===== src/rtl/uart_pkg.sv =====
// Purpose: shared UART types and constants for the transmit/receive paths.
// Latency: n/a (declarations only).
// Backpressure: n/a. Optional parity state is enabled by UART_TX_PARITY_EN.
package uart_pkg;

  localparam int   DEFAULT_CLKS_PER_BIT = 868;  // 100 MHz / 115200 baud
  localparam int   UART_DATA_BITS       = 8;
  localparam logic UART_IDLE_LEVEL      = 1'b1;

  typedef enum logic [2:0] {
    ST_IDLE,
    ST_READ,
    ST_LATCH,
    ST_START,
    ST_DATA,
`ifdef UART_TX_PARITY_EN
    ST_PARITY,
`endif
    ST_STOP
  } uart_tx_state_t;

endpackage


===== src/rtl/uart_baud_tick.sv =====
// Purpose: bit-period counter; tick marks the last cycle of each CLKS_PER_BIT period.
// Latency: first tick CLKS_PER_BIT cycles after clr is released (counter restarts at 0).
// Backpressure: none; clr holds the counter at zero and suppresses tick.
module uart_baud_tick
  import uart_pkg::*;
#(
  parameter int CLKS_PER_BIT = DEFAULT_CLKS_PER_BIT
) (
  input  logic clk,
  input  logic rst,
  input  logic clr,
  output logic tick
);

  localparam int            CW   = $clog2(CLKS_PER_BIT);
  localparam logic [CW-1:0] LAST = CW'(CLKS_PER_BIT - 1);

  logic [CW-1:0] baud_cnt;

  // Free-running 0..CLKS_PER_BIT-1 counter, parked at zero while cleared.
  always_ff @(posedge clk) begin
    if (rst || clr)             baud_cnt <= '0;
    else if (baud_cnt == LAST)  baud_cnt <= '0;
    else                        baud_cnt <= baud_cnt + CW'(1);
  end

  assign tick = !clr && (baud_cnt == LAST);

endmodule


===== src/rtl/uart_tx_fifo_reader.sv =====
// Purpose: UART 8N1/8N2 transmitter that pops bytes from the TX FIFO and serialises them on tx.
// Latency: tx falls 3 clocks after fifo_empty deasserts; frame = (9+STOP_BITS[+1 parity]) bit periods.
// Backpressure: pops only when enable && !fifo_empty in IDLE; one byte in flight. Parity via UART_TX_PARITY_EN.
module uart_tx_fifo_reader
  import uart_pkg::*;
#(
  parameter int CLKS_PER_BIT = DEFAULT_CLKS_PER_BIT,
  parameter int STOP_BITS    = 1
) (
  input  logic       clk,
  input  logic       rst,
  input  logic       enable,
  input  logic       fifo_empty,
  input  logic [7:0] fifo_data,
  output logic       fifo_rd_en,
  output logic       tx,
  output logic       busy,
  output logic       tx_done
);

  localparam logic [2:0] LAST_DATA_BIT = 3'(UART_DATA_BITS - 1);
  localparam logic       LAST_STOP     = 1'(STOP_BITS - 1);

  uart_tx_state_t state, state_nxt;
  logic [7:0]     shift, shift_nxt;
  logic [2:0]     bit_idx, bit_idx_nxt;
  logic [2:0]     bit_idx_inc;
  logic           stop_cnt, stop_cnt_nxt;
  logic           tx_nxt, rd_nxt, busy_nxt, done_nxt;
  logic           baud_clr, baud_tick;

  assign bit_idx_inc = bit_idx + 3'd1;

  uart_baud_tick #(
    .CLKS_PER_BIT(CLKS_PER_BIT)
  ) u_baud (
    .clk  (clk),
    .rst  (rst),
    .clr  (baud_clr),
    .tick (baud_tick)
  );

  // State and all outputs are registered so tx/busy/tx_done are glitch-free.
  always_ff @(posedge clk) begin
    if (rst) begin
      state      <= ST_IDLE;
      shift      <= '0;
      bit_idx    <= '0;
      stop_cnt   <= 1'b0;
      tx         <= UART_IDLE_LEVEL;
      fifo_rd_en <= 1'b0;
      busy       <= 1'b0;
      tx_done    <= 1'b0;
    end else begin
      state      <= state_nxt;
      shift      <= shift_nxt;
      bit_idx    <= bit_idx_nxt;
      stop_cnt   <= stop_cnt_nxt;
      tx         <= tx_nxt;
      fifo_rd_en <= rd_nxt;
      busy       <= busy_nxt;
      tx_done    <= done_nxt;
    end
  end

  // Next-state and next-output decode; the baud counter runs only while a bit is on the line.
  always_comb begin
    state_nxt    = state;
    shift_nxt    = shift;
    bit_idx_nxt  = bit_idx;
    stop_cnt_nxt = stop_cnt;
    tx_nxt       = tx;
    rd_nxt       = 1'b0;
    busy_nxt     = busy;
    done_nxt     = 1'b0;
    baud_clr     = 1'b0;

    case (state)
      ST_IDLE: begin
        baud_clr = 1'b1;
        tx_nxt   = UART_IDLE_LEVEL;
        if (enable && !fifo_empty) begin
          rd_nxt    = 1'b1;
          busy_nxt  = 1'b1;
          state_nxt = ST_READ;
        end
      end

      // FIFO pops on the edge leaving this state.
      ST_READ: begin
        baud_clr  = 1'b1;
        state_nxt = ST_LATCH;
      end

      // Popped byte is on fifo_data now; start bit begins on this edge.
      ST_LATCH: begin
        baud_clr  = 1'b1;
        shift_nxt = fifo_data;
        tx_nxt    = 1'b0;
        state_nxt = ST_START;
      end

      ST_START: begin
        if (baud_tick) begin
          bit_idx_nxt = '0;
          tx_nxt      = shift[0];
          state_nxt   = ST_DATA;
        end
      end

      ST_DATA: begin
        if (baud_tick) begin
          if (bit_idx == LAST_DATA_BIT) begin
`ifdef UART_TX_PARITY_EN
            tx_nxt       = ^shift;
            state_nxt    = ST_PARITY;
`else
            tx_nxt       = UART_IDLE_LEVEL;
            stop_cnt_nxt = 1'b0;
            state_nxt    = ST_STOP;
`endif
          end else begin
            bit_idx_nxt = bit_idx_inc;
            tx_nxt      = shift[bit_idx_inc];
          end
        end
      end

`ifdef UART_TX_PARITY_EN
      ST_PARITY: begin
        if (baud_tick) begin
          tx_nxt       = UART_IDLE_LEVEL;
          stop_cnt_nxt = 1'b0;
          state_nxt    = ST_STOP;
        end
      end
`endif

      ST_STOP: begin
        if (baud_tick) begin
          if (stop_cnt == LAST_STOP) begin
            done_nxt  = 1'b1;
            busy_nxt  = 1'b0;
            state_nxt = ST_IDLE;
          end else begin
            stop_cnt_nxt = stop_cnt + 1'b1;
          end
        end
      end

      default: begin
        tx_nxt    = UART_IDLE_LEVEL;
        busy_nxt  = 1'b0;
        state_nxt = ST_IDLE;
      end
    endcase
  end

endmodule

===== config.mk =====
export PLATFORM = sky130hd
export DESIGN_NAME = uart_tx_fifo_reader
export DESIGN_NICKNAME = d
export VERILOG_FILES = /design/src/rtl/uart_pkg.sv /design/src/rtl/uart_baud_tick.sv /design/src/rtl/uart_tx_fifo_reader.sv
export SDC_FILE = /design/constraint.sdc
export NUM_CORES = 1
export LEC_CHECK = 0
export BUFFER_PORTS_ARGS = -buffer_cell sky130_fd_sc_hd__buf_2
export CAP_MARGIN = 25
export CELL_PAD_IN_SITES_DETAIL_PLACEMENT = 1
export CELL_PAD_IN_SITES_GLOBAL_PLACEMENT = 1
export CORE_ASPECT_RATIO = 0.7
export CORE_MARGIN = 2
export CORE_UTILIZATION = 30
export DETAILED_ROUTE_END_ITERATION = 12
export PLACE_DENSITY_LB_ADDON = 0.1
export SLEW_MARGIN = 30
export SYNTH_ARGS = -nofsm -noshare
export SYNTH_HDL_FRONTEND = slang
export SYNTH_HIERARCHICAL = 1
export SYNTH_SLANG_ARGS = --single-unit
export TNS_END_PERCENT = 20

===== constraint.sdc =====
create_clock -name clk -period 2.4 [get_ports clk]
set_clock_uncertainty 0.1 [all_clocks]
set_input_delay 0.48 -clock clk [delete_from_list [all_inputs] [get_ports clk]]
set_output_delay 0.48 -clock clk [all_outputs]
set_load 0.005 [all_outputs]

Word-level counts from Yosys, hierarchy flattened
Cells that the tools add are included.
{"block": "word_totals", "latchBits": 0, "output_inout_bits": 4, "ff_bits": 29, "ram_bits": 0, "memories": 0, "mem_bits_ro": 0}
{"block": "classes", "shift": 0, "n_bitwise": 5, "n_eq_ne": 14, "magnitude_cmp": 1, "div_mod_pow": 0, "reduce_logical": 19, "n_addsub": 3, "n_mul": 0, "n_mux": 29}
{"operator": "3-bit 2-to-1 mux", "count": 9}
{"operator": "3-bit case mux with 6 select lines", "count": 1}
{"operator": "1-bit 2-to-1 mux", "count": 14}
{"operator": "2-bit != test (second input constant)", "count": 7}
{"operator": "4-bit AND reduction", "count": 3}
{"operator": "10-bit by 1-bit adder with 10-bit output (second input constant)", "count": 1}
{"operator": "10-bit == test (second input constant)", "count": 1}
{"operator": "3-bit == test (second input constant)", "count": 3}
{"operator": "3-bit by 2-bit == test with 1-bit output (second input constant)", "count": 2}
{"operator": "3-bit case mux with 2 select lines", "count": 1}
{"operator": "6-bit AND reduction", "count": 1}
{"operator": "2-bit OR reduction", "count": 3}
{"operator": "3-bit OR reduction", "count": 2}
{"operator": "1-bit NOT", "count": 5}
{"operator": "3-bit by 4-bit < comparator with 1-bit output (second input constant)", "count": 1}
{"operator": "1-bit case mux with 4 select lines", "count": 1}
{"operator": "2-bit nonzero test", "count": 2}
{"operator": "4-bit OR reduction", "count": 1}
{"operator": "3-bit by 1-bit adder with 3-bit output (second input constant)", "count": 1}
{"operator": "1-bit binary-select mux with 3-bit select", "count": 1}
{"operator": "3-bit by 1-bit == test with 1-bit output (second input constant)", "count": 1}
{"operator": "3-bit logical NOT", "count": 1}
{"operator": "1-bit case mux with 3 select lines", "count": 1}
{"operator": "3-bit AND reduction", "count": 1}
{"operator": "other kinds (5)", "count": 7}

Depth between registers and ports, before layout
Gate-level depths: netlist (run 1).
{"block": "depth", "ltp_word": 7, "depth_mapped": 9, "mapped_depth_nobuf": 8}

Cells and area by module
Netlist (run 1), hierarchy kept.
{"mod": "uart_tx_fifo_reader", "n_inst": 1, "cells_per_inst": 94, "seq_area_each_um2": 360.3, "area_each_um2": 870.8}
{"mod": "uart_baud_tick", "n_inst": 1, "cells_per_inst": 55, "seq_area_each_um2": 200.2, "area_each_um2": 464.2}

Worst setup path after synthesis (run 1)
OpenSTA, ideal clock, no wires.
{"block": "synth_timing", "path_type": "reg2reg", "from": "register u_baud.baud_cnt[3]", "to": "register tx", "setup_slack_ns": 0.262, "t_required_ns": 2.166, "stages_incl_launch_ff": 9, "n_path_buf": 1, "t_arrival_ns": 1.904, "path_cell_list": "dfxtp_1 > nor4b_1 > nand2_1 > nor3_1 > clkbuf_1 > a21bo_2 > o21ai_0 > a221oi_1 > o211ai_1"}
{"block": "synth_via", "elab_chain_cells": 4}
{"element": "start: declaration", "line": "uart_baud_tick.sv:18", "source": "logic [CW-1:0] baud_cnt;"}
{"element": "start signal: assignment", "line": "uart_baud_tick.sv:24", "source": "else baud_cnt <= baud_cnt + CW'(1);"}
{"element": "10-bit == test (*)", "line": "uart_baud_tick.sv:27", "source": "assign tick = !clr && (baud_cnt == LAST);"}
{"element": "1-bit logical AND (*)", "line": "uart_baud_tick.sv:27"}
{"element": "net baud_tick", "line": "uart_tx_fifo_reader.sv:30", "source": "logic baud_clr, baud_tick;"}
{"element": "2-bit != test (no source line)"}
{"element": "3-bit AND reduction (no source line) (*)"}
{"element": "end signal: assignment", "line": "uart_tx_fifo_reader.sv:59", "source": "tx <= tx_nxt;"}
{"element": "end: declaration", "line": "uart_tx_fifo_reader.sv:16", "source": "output logic tx,"}
Mark *: on every way through the listed nets, which the timed path passes. The rest lies on a longest branch.
A chain may end at the register's enable or synchronous reset.

Worst setup path in the final report (run 1)
{"block": "layout_timing", "from": "register u_baud.baud_cnt[0]", "to": "register tx"}
Same word-level chain as after synthesis.

==> results of run 1 <==
-- stage by stage --
stage               area [um2]  hold WS [ns]  total power [mW]
floorplan                 1335        0.3297            0.5656
global placement          1500        0.3455            0.5951
detailed placement        1500        0.3724            0.5990
CTS                       1572        0.3301            0.9782
global route              1579        0.3253             1.010
finish                    1579        0.3340            0.9608
-- synth_stat cells, drive strengths merged (2+ instances only) --
cell / number / area share, %
o211ai: 2 / 1.1
nand3b: 3 / 1.7
o21bai: 2 / 1.4
xor2: 2 / 1.3
nand2: 9 / 2.5
a21oi: 7 / 2.6
mux2i: 10 / 7.5
nand2b: 7 / 3.3
o21ai: 5 / 1.9
nand3: 6 / 2.6
and3: 2 / 0.94
or3: 2 / 0.94
inv: 3 / 0.84
nand4: 3 / 1.4
clkbuf: 5 / 1.4
a31oi: 2 / 0.94
ha: 3 / 2.8
nor3: 3 / 1.1
dfxtp: 28 / 42
xnor2: 3 / 2.0
nor2b: 4 / 1.9
nor2: 22 / 6.6
-- area by class of cell --
cell class,count,area [um2],area share [%]
multi-input combinational,112,747.0,47.31
sequential,28,560.5,35.50
timing repair buffer,21,120.1,7.607
tap,55,68.82,4.358
clock buffer,3,41.29,2.615
clock inverter,1,30.03,1.902
inverter,3,11.26,0.7132
-- worst reg2reg max path: stages, from the launching register on --
cell and delay, ns:
dfxtp_1 0.39, ha_1 0.25, nor2b_1 0.23, nand2_1 0.13, nor3_1 0.21, buf_4 0.20
o21ai_0 0.08, a221oi_1 0.31, o211ai_1 0.12
-- how the worst max path moves through the flow --
stage | to | startpoint
after global placement | tx | u_baud/baud_cnt[0]
after floorplan | tx | u_baud/baud_cnt[3]
final | tx | u_baud/baud_cnt[0]
after global routing | tx | u_baud/baud_cnt[0]
after detailed placement | tx | u_baud/baud_cnt[0]
after CTS | tx | u_baud/baud_cnt[0]
-- where the power goes --
group	switching [mW]	total (mW)	internal, mW
clock network	0.151	0.374	0.223
registers	0.0102	0.491	0.481
logic	0.0504	0.0956	0.0452
total	0.212	0.961	0.749
-- registers in the layout, summed over array words and instances, names as in the netlist --
name,count
u_baud/baud_cnt,10
shift,8
bit_idx,3
state,3
busy,1
fifo_rd_en,1
tx,1
tx_done,1
-- metal layers --
| layer | part of all wire, % | up-vias |
|---|---|---|
| met5 | 0 | - |
| met4 | 0.60 | 0 |
| met3 | 3.7 | 2 |
| met2 | 40 | 16 |
| met1 | 55 | 512 |
| li1 | - | 566 |
-- kinds of logic (layout without fill, tap and decap cells) --
family	count (synthesis)	after routing	synth area share (%)
multiplexers	12	12	10.03
AO/OA/AOI/OAI	25	25	12.65
adder cells (fa/ha/maj)	3	3	2.812
buffers and inverters	9	28	2.624
AND/OR/NAND/NOR	67	67	26.62
XOR/XNOR	5	5	3.281
flip-flops	28	28	41.99
-- timing repair --
item,in CTS,in global routing
gates resized for setup,0,1
hold endpoints to repair,0,0
endpoints found under the setup margin,0,1
==> results.py, run 1 <==
metrics = {
    "global_routing": {
        "gr-max-usage-layer": "met2",
        "grt_use_met2_pct": 20.34,
        "use_met3_pct": 3.867,
        "grt-ovfl-total": 0,
        "grt_use_total_pct": 12.95,
        "grt_start_max_net_pins": 21,
        "global_route_wire_length_before_repair_um": 5147,
        "grtUsageMet1_pct": 18.10,
        "number_of_antenna_violations_at_the_first_check_in_global_routing": 0,
        "grt_pass1_vias": 1070,
    },
    "final_layout": {
        "design.final.nets": 184,
        "most_common_cell_after_layout_fill_and_taps_aside": "dfxtp_1",
        "mostFrequentLayoutCells": "28 x dfxtp_1, 20 x nor2_1, 15 x buf_2",
        "fillers": 524,
        "drive_above_1_share_pct": 20.83,
        "area.growth.synth_to_final_pct": 18.28,
        "n_antenna_cell": 0,
        "finalCoreUtilization_pct": 36.69,
        "instances_no_fill": 223,
    },
    "yosys": {
        "synthFlopType": "dfxtp_1",
        "postSynthCellCount": 149,
        "synth_edf_count": 0,
        "post_synth_instance_area_um2": 1335,
        "postSynth.asyncResetShare_pct": 0,
        "syn-num-nets": 164,
        "ys_seq_elements": 28,
        "yosys_warnings": 6,
        "avgSynthCellArea_um2": 8.960,
        "yosysSeqAreaShare_pct": 41.99,
        "synthDistinctLibCells": 41,
    },
    "timing": {
        "setup-violations-final": 0,
        "period_minus_slack_ns": 2.148,
        "clock.fmax_ghz": 0.4656,
        "timing.final.hold_violations": 0,
        "slew_violations": 0,
        "setup_tns_ns": 0,
        "tightest_slew_ns": 0.5529,
        "post-route-period-util_pct": 89.48,
        "final_critical_path_setup_slack_ns": 0.2524,
        "rsz0062_at_grt": "false",
        "max_slew_margin_pct": 63.10,
    },
    "placement": {
        "port_buffers": 15,
        "finalWeightedCongestion": 0.7758,
        "place_hpwl_um": 2308,
        "dpl_worst_slack_ns": 0.2532,
        "total_placed_cells_including_tap_cells": 219,
    },
    "drt": {
        "dr.first_iter.drc_count": 30,
        "dr_total_vias": 1096,
        "wirelength_um": 2984,
        "route.detailed.vias_per_inst": 4.915,
        "wl_per_cell_um": 13.38,
        "drc_errors": 0,
        "final_antenna_net_count": 0,
        "detailedRoute.firstPassIterationCount": 4,
    },
    "setup_path": {
        "timing.critical_path.max_delay_family": "simple AND/OR/NAND/NOR gates",
        "rr_startpoint": "u_baud/baud_cnt[0]",
        "critical_path.slowest_cell": "dfxtp_1",
        "worstPathArrival_ns": 2.21,
        "r2r_setup_slack_ns": 0.25,
        "timing.reg2reg.worst_path_depth": 8,
        "critPathBufInv": 1,
        "worst_path_largest_cell_delay_ns": 0.39,
        "critical_path.max_fanout": 9,
        "setup.worst_path.class": "reg -> reg",
        "critical_path.cell_chain": "ha_1 > nor2b_1 > nand2_1 > nor3_1 > buf_4 > o21ai_0 > a221oi_1 > o211ai_1",
        "critical_path_startpoint_category": "register",
        "cp.depth": 8,
        "reg2reg_to": "tx",
        "required_ns": 2.46,
        "cp-end-kind": "register",
    },
    "floorplan": {
        "design.core.area_um2": 4304,
        "standard_cell_row_count": 20,
        "effective_utilization_at_floorplan_pct": 31.02,
        "io_pins": 16,
        "die-area_um2": 5008,
        "chipHeight_um": 59.81,
        "floorplan.die.width_um": 83.73,
    },
    "clock_network": {
        "cts_sinks": 28,
        "hold_buffers_post_cts": 0,
        "clk_latency_ns": 0.27,
        "h_tree_level_count": 1,
        "clk_transition_reported_paths_ns": 0.10,
        "clk_root_buffer_cell": "clkbuf_8",
        "cts.path.max_buffers": 2,
        "numCtsBuffers": 3,
        "cts_tree": "built",
        "post_cts_setup_buffer_count": 0,
    },
    "run_status": {
        "status": "finished clean",
    },
    "worst_hold_path": {
        "hold_path.class": "in -> reg",
        "hold_end": "shift[4]",
        "hold-path-cell-count": 3,
        "worstHoldStart": "fifo_data[4]",
    },
    "pwr": {
        "power_per_cell_area_nw_per_um2": 608.5,
        "cellLeakagePower_nw": 0.5540,
        "ir_drop_v": 0.0002878,
    },
    "run": {
        "cap_viol_max_count": 0,
    },
}
(Power assumes the default switching activity.)
==> run 2: changes to the inputs <==
--- a/config.mk
+++ b/config.mk
@@ -9,14 +9,14 @@
 export CAP_MARGIN = 25
 export CELL_PAD_IN_SITES_DETAIL_PLACEMENT = 1
 export CELL_PAD_IN_SITES_GLOBAL_PLACEMENT = 1
-export CORE_ASPECT_RATIO = 0.7
+export CORE_ASPECT_RATIO = 1.4
 export CORE_MARGIN = 2
 export CORE_UTILIZATION = 30
 export DETAILED_ROUTE_END_ITERATION = 12
+export GPL_ROUTABILITY_DRIVEN = 1
 export PLACE_DENSITY_LB_ADDON = 0.1
 export SLEW_MARGIN = 30
 export SYNTH_ARGS = -nofsm -noshare
 export SYNTH_HDL_FRONTEND = slang
-export SYNTH_HIERARCHICAL = 1
 export SYNTH_SLANG_ARGS = --single-unit
 export TNS_END_PERCENT = 20
==> results.py, run 2 <==
metrics = {
    "worst_hold_path": {
        "hold_path.class": "in -> reg",
        "hold-path-cell-count": 3,
        "worstHoldStart": "fifo_data[6]",
    },
    "timing": {
        "period_minus_slack_ns": 2.062,
        "slew_violations": 0,
        "post-route-period-util_pct": 85.93,
        "setup-violations-final": 0,
        "setup_tns_ns": 0,
        "timing.final.hold_violations": 0,
        "clock.fmax_ghz": 0.4849,
        "rsz0062_at_grt": "false",
        "max_slew_margin_pct": 69.46,
        "tightest_slew_ns": 0.4466,
    },
    "drt": {
        "drc_errors": 0,
        "dr_total_vias": 1087,
        "wirelength_um": 2918,
        "dr.first_iter.drc_count": 33,
        "wl_per_cell_um": 12.74,
        "route.detailed.vias_per_inst": 4.747,
        "final_antenna_net_count": 0,
        "detailedRoute.firstPassIterationCount": 4,
    },
    "final_layout": {
        "mostFrequentLayoutCells": "28 x dfxtp_1, 21 x nor2_1, 15 x buf_2",
        "most_common_cell_after_layout_fill_and_taps_aside": "dfxtp_1",
        "final_design_area_no_fill_um2": 1518,
        "finalCoreUtilization_pct": 35.51,
        "largest_register_ff_count": 10,
        "instances_no_fill": 229,
        "largest_registers": "u_baud.baud_cnt (10), shift (8)",
        "drive_above_1_share_pct": 15.98,
        "design.final.nets": 185,
        "registers.top_by_ff_count": "u_baud.baud_cnt",
        "n_antenna_cell": 0,
        "area.growth.synth_to_final_pct": 13.47,
    },
    "setup_path": {
        "worstPathArrival_ns": 2.13,
        "worst_path_largest_cell_delay_ns": 0.43,
        "r2r_setup_slack_ns": 0.34,
        "critical_path.slowest_cell": "a2111oi_0",
        "rr_startpoint": "bit_idx[0]",
        "critical_path.max_fanout": 7,
        "critPathBufInv": 0,
        "cp-end-kind": "register",
        "timing.reg2reg.worst_path_depth": 7,
        "setup.worst_path.class": "reg -> reg",
        "required_ns": 2.47,
        "reg2reg_to": "tx",
        "worstSetupEndpoint": "tx",
        "critical_path_startpoint_category": "register",
        "cp.depth": 7,
        "setup.worst_path.start": "bit_idx[0]",
        "critical_path.cell_chain": "ha_1 > ha_1 > nor2b_1 > a2111oi_0 > a31oi_1 > a31oi_1 > mux2i_1",
        "timing.critical_path.max_delay_family": "compound AO/OA/AOI/OAI gates",
    },
    "floorplan": {
        "die-area_um2": 5016,
        "design.core.area_um2": 4274,
        "io_pins": 16,
        "floorplan.die.width_um": 60.43,
        "chipHeight_um": 83.01,
        "effective_utilization_at_floorplan_pct": 31.29,
        "standard_cell_row_count": 28,
    },
    "pwr": {
        "power.total_uw": 966.0,
        "cellLeakagePower_nw": 0.5628,
        "ir_drop_v": 0.0003521,
        "power_per_cell_area_nw_per_um2": 636.5,
    },
    "placement": {
        "total_placed_cells_including_tap_cells": 225,
        "port_buffers": 15,
        "place_hpwl_um": 2181,
        "detailed_place.area_um2": 1446,
        "finalWeightedCongestion": 0.8086,
    },
    "clock_network": {
        "cts_tree": "built",
        "clk_root_buffer_cell": "clkbuf_8",
        "cts.path.max_buffers": 2,
        "clk_latency_ns": 0.28,
        "numCtsBuffers": 3,
        "clk_transition_reported_paths_ns": 0.10,
        "cts_sinks": 28,
        "post_cts.resized_instances": 0,
        "hold_buffers_post_cts": 0,
        "post_cts_setup_buffer_count": 0,
        "h_tree_level_count": 1,
    },
    "yosys": {
        "postSynth.asyncResetShare_pct": 0,
        "synth_xor_area_share_pct": 5.239,
        "post_synth_instance_area_um2": 1338,
        "most_used_standard_cell_by_instance_count_after_synthesis": "dfxtp_1",
        "synthDistinctLibCells": 35,
        "synth.mux.area_fraction_pct": 4.490,
        "synthDominantCellAreaShare_pct": 41.91,
        "ys_seq_elements": 28,
        "synth-compound-area-share_pct": 15.15,
        "synthFlopType": "dfxtp_1",
        "synth.largest_area_cell": "dfxtp_1",
        "yosysSeqAreaShare_pct": 41.91,
        "yosys-top-cells-area": "dfxtp_1 42%, nor2_1 5.9%, a21oi_1 5.2%",
        "syn-num-nets": 172,
        "avgSynthCellArea_um2": 8.519,
        "netlist_top_cells_count": "28 x dfxtp_1, 21 x nor2_1, 14 x a21oi_1",
        "yosys.area_share.adder_pct": 2.806,
        "yosys_warnings": 0,
        "post_synth_and_or_nand_nor_area_fraction_pct": 24.23,
        "largest_family_of_logic_cells_by_synthesized_area": "simple AND/OR/NAND/NOR gates",
        "synth_edf_count": 0,
        "postSynthCellCount": 157,
    },
    "global_routing": {
        "grt_pass1_vias": 1197,
        "grt_use_total_pct": 13.20,
        "number_of_antenna_violations_at_the_first_check_in_global_routing": 0,
        "grt_start_max_net_pins": 21,
        "grt-ovfl-total": 0,
        "global_route_wire_length_before_repair_um": 5292,
    },
    "run": {
        "cap_viol_max_count": 0,
    },
    "run_status": {
        "status": "finished clean",
    },
}
[run 2: cell count changes in the layout (fill, tap and decap cells not counted), moves of 3 or more]
cell,before,now
a21oi_1,7,14
inv_1,3,7
buf_4,6,2
nand2b_1,7,2
nand4_1,3,0
o21ai_0,5,11
nand2_1,9,12
mux2i_1,10,6
[run 2: cell type report]
cell class	count	area [um2]
Multi-Input combinational cell	113	694.4
Fill cell	535	2756
Clock buffer	3	41.29
Sequential cell	28	560.5
Clock inverter	1	30.03
Tap cell	60	75.07
Inverter	7	26.28
Timing Repair Buffer	17	90.09
[run 2: report_power, final]
group	leakage, nW	internal (mW)	switching (mW)	total (mW)
clock network	0.0357	0.223	0.153	0.376
logic	0.300	0.0389	0.0480	0.0869
registers	0.227	0.484	0.0191	0.503
total	0.563	0.746	0.220	0.966
[run 2: how the worst min path moves through the flow]
stage / to / slack [ns]
floorplan: u_baud.baud_cnt[0] / 0.33
global placement: u_baud.baud_cnt[0] / 0.34
detailed placement: u_baud.baud_cnt[0] / 0.36
CTS: shift[6] / 0.32
global route: shift[1] / 0.32
finish: shift[6] / 0.33
[run 2: per-stage QoR]
| step | setup WS [ns] | hold WS, ns |
|---|---|---|
| floorplan | 0.6016 | 0.3299 |
| global placement | 0.4614 | 0.3416 |
| detailed placement | 0.4266 | 0.3604 |
| CTS | 0.4161 | 0.3227 |
| global route | 0.2177 | 0.3247 |
| finish | 0.3377 | 0.3292 |
[run 2: cells by family (layout without fill, tap and decap cells)]
family | count (synthesis) | after routing
buffers and inverters | 16 | 28
muxes | 6 | 6
xor gates and xnor gates | 8 | 8
and+or+nand+nor | 61 | 61
DFF | 28 | 28
adders and majority gates | 3 | 3
AOI/OAI and AO/OA | 35 | 35
[run 2: worst min-delay path, stage by stage]
cell	delay (ns)
buf_2	0.09
nand2_1	0.05
a21oi_1	0.05
[run 2: routing by layer]
metal  routed length, um  track usage, %  vias up
li1                    -               -      559
met1                1304           15.90      517
met2                1556           22.92        9
met3                  36           1.869        2
met4                  21           4.743        0
met5                   0               0        -
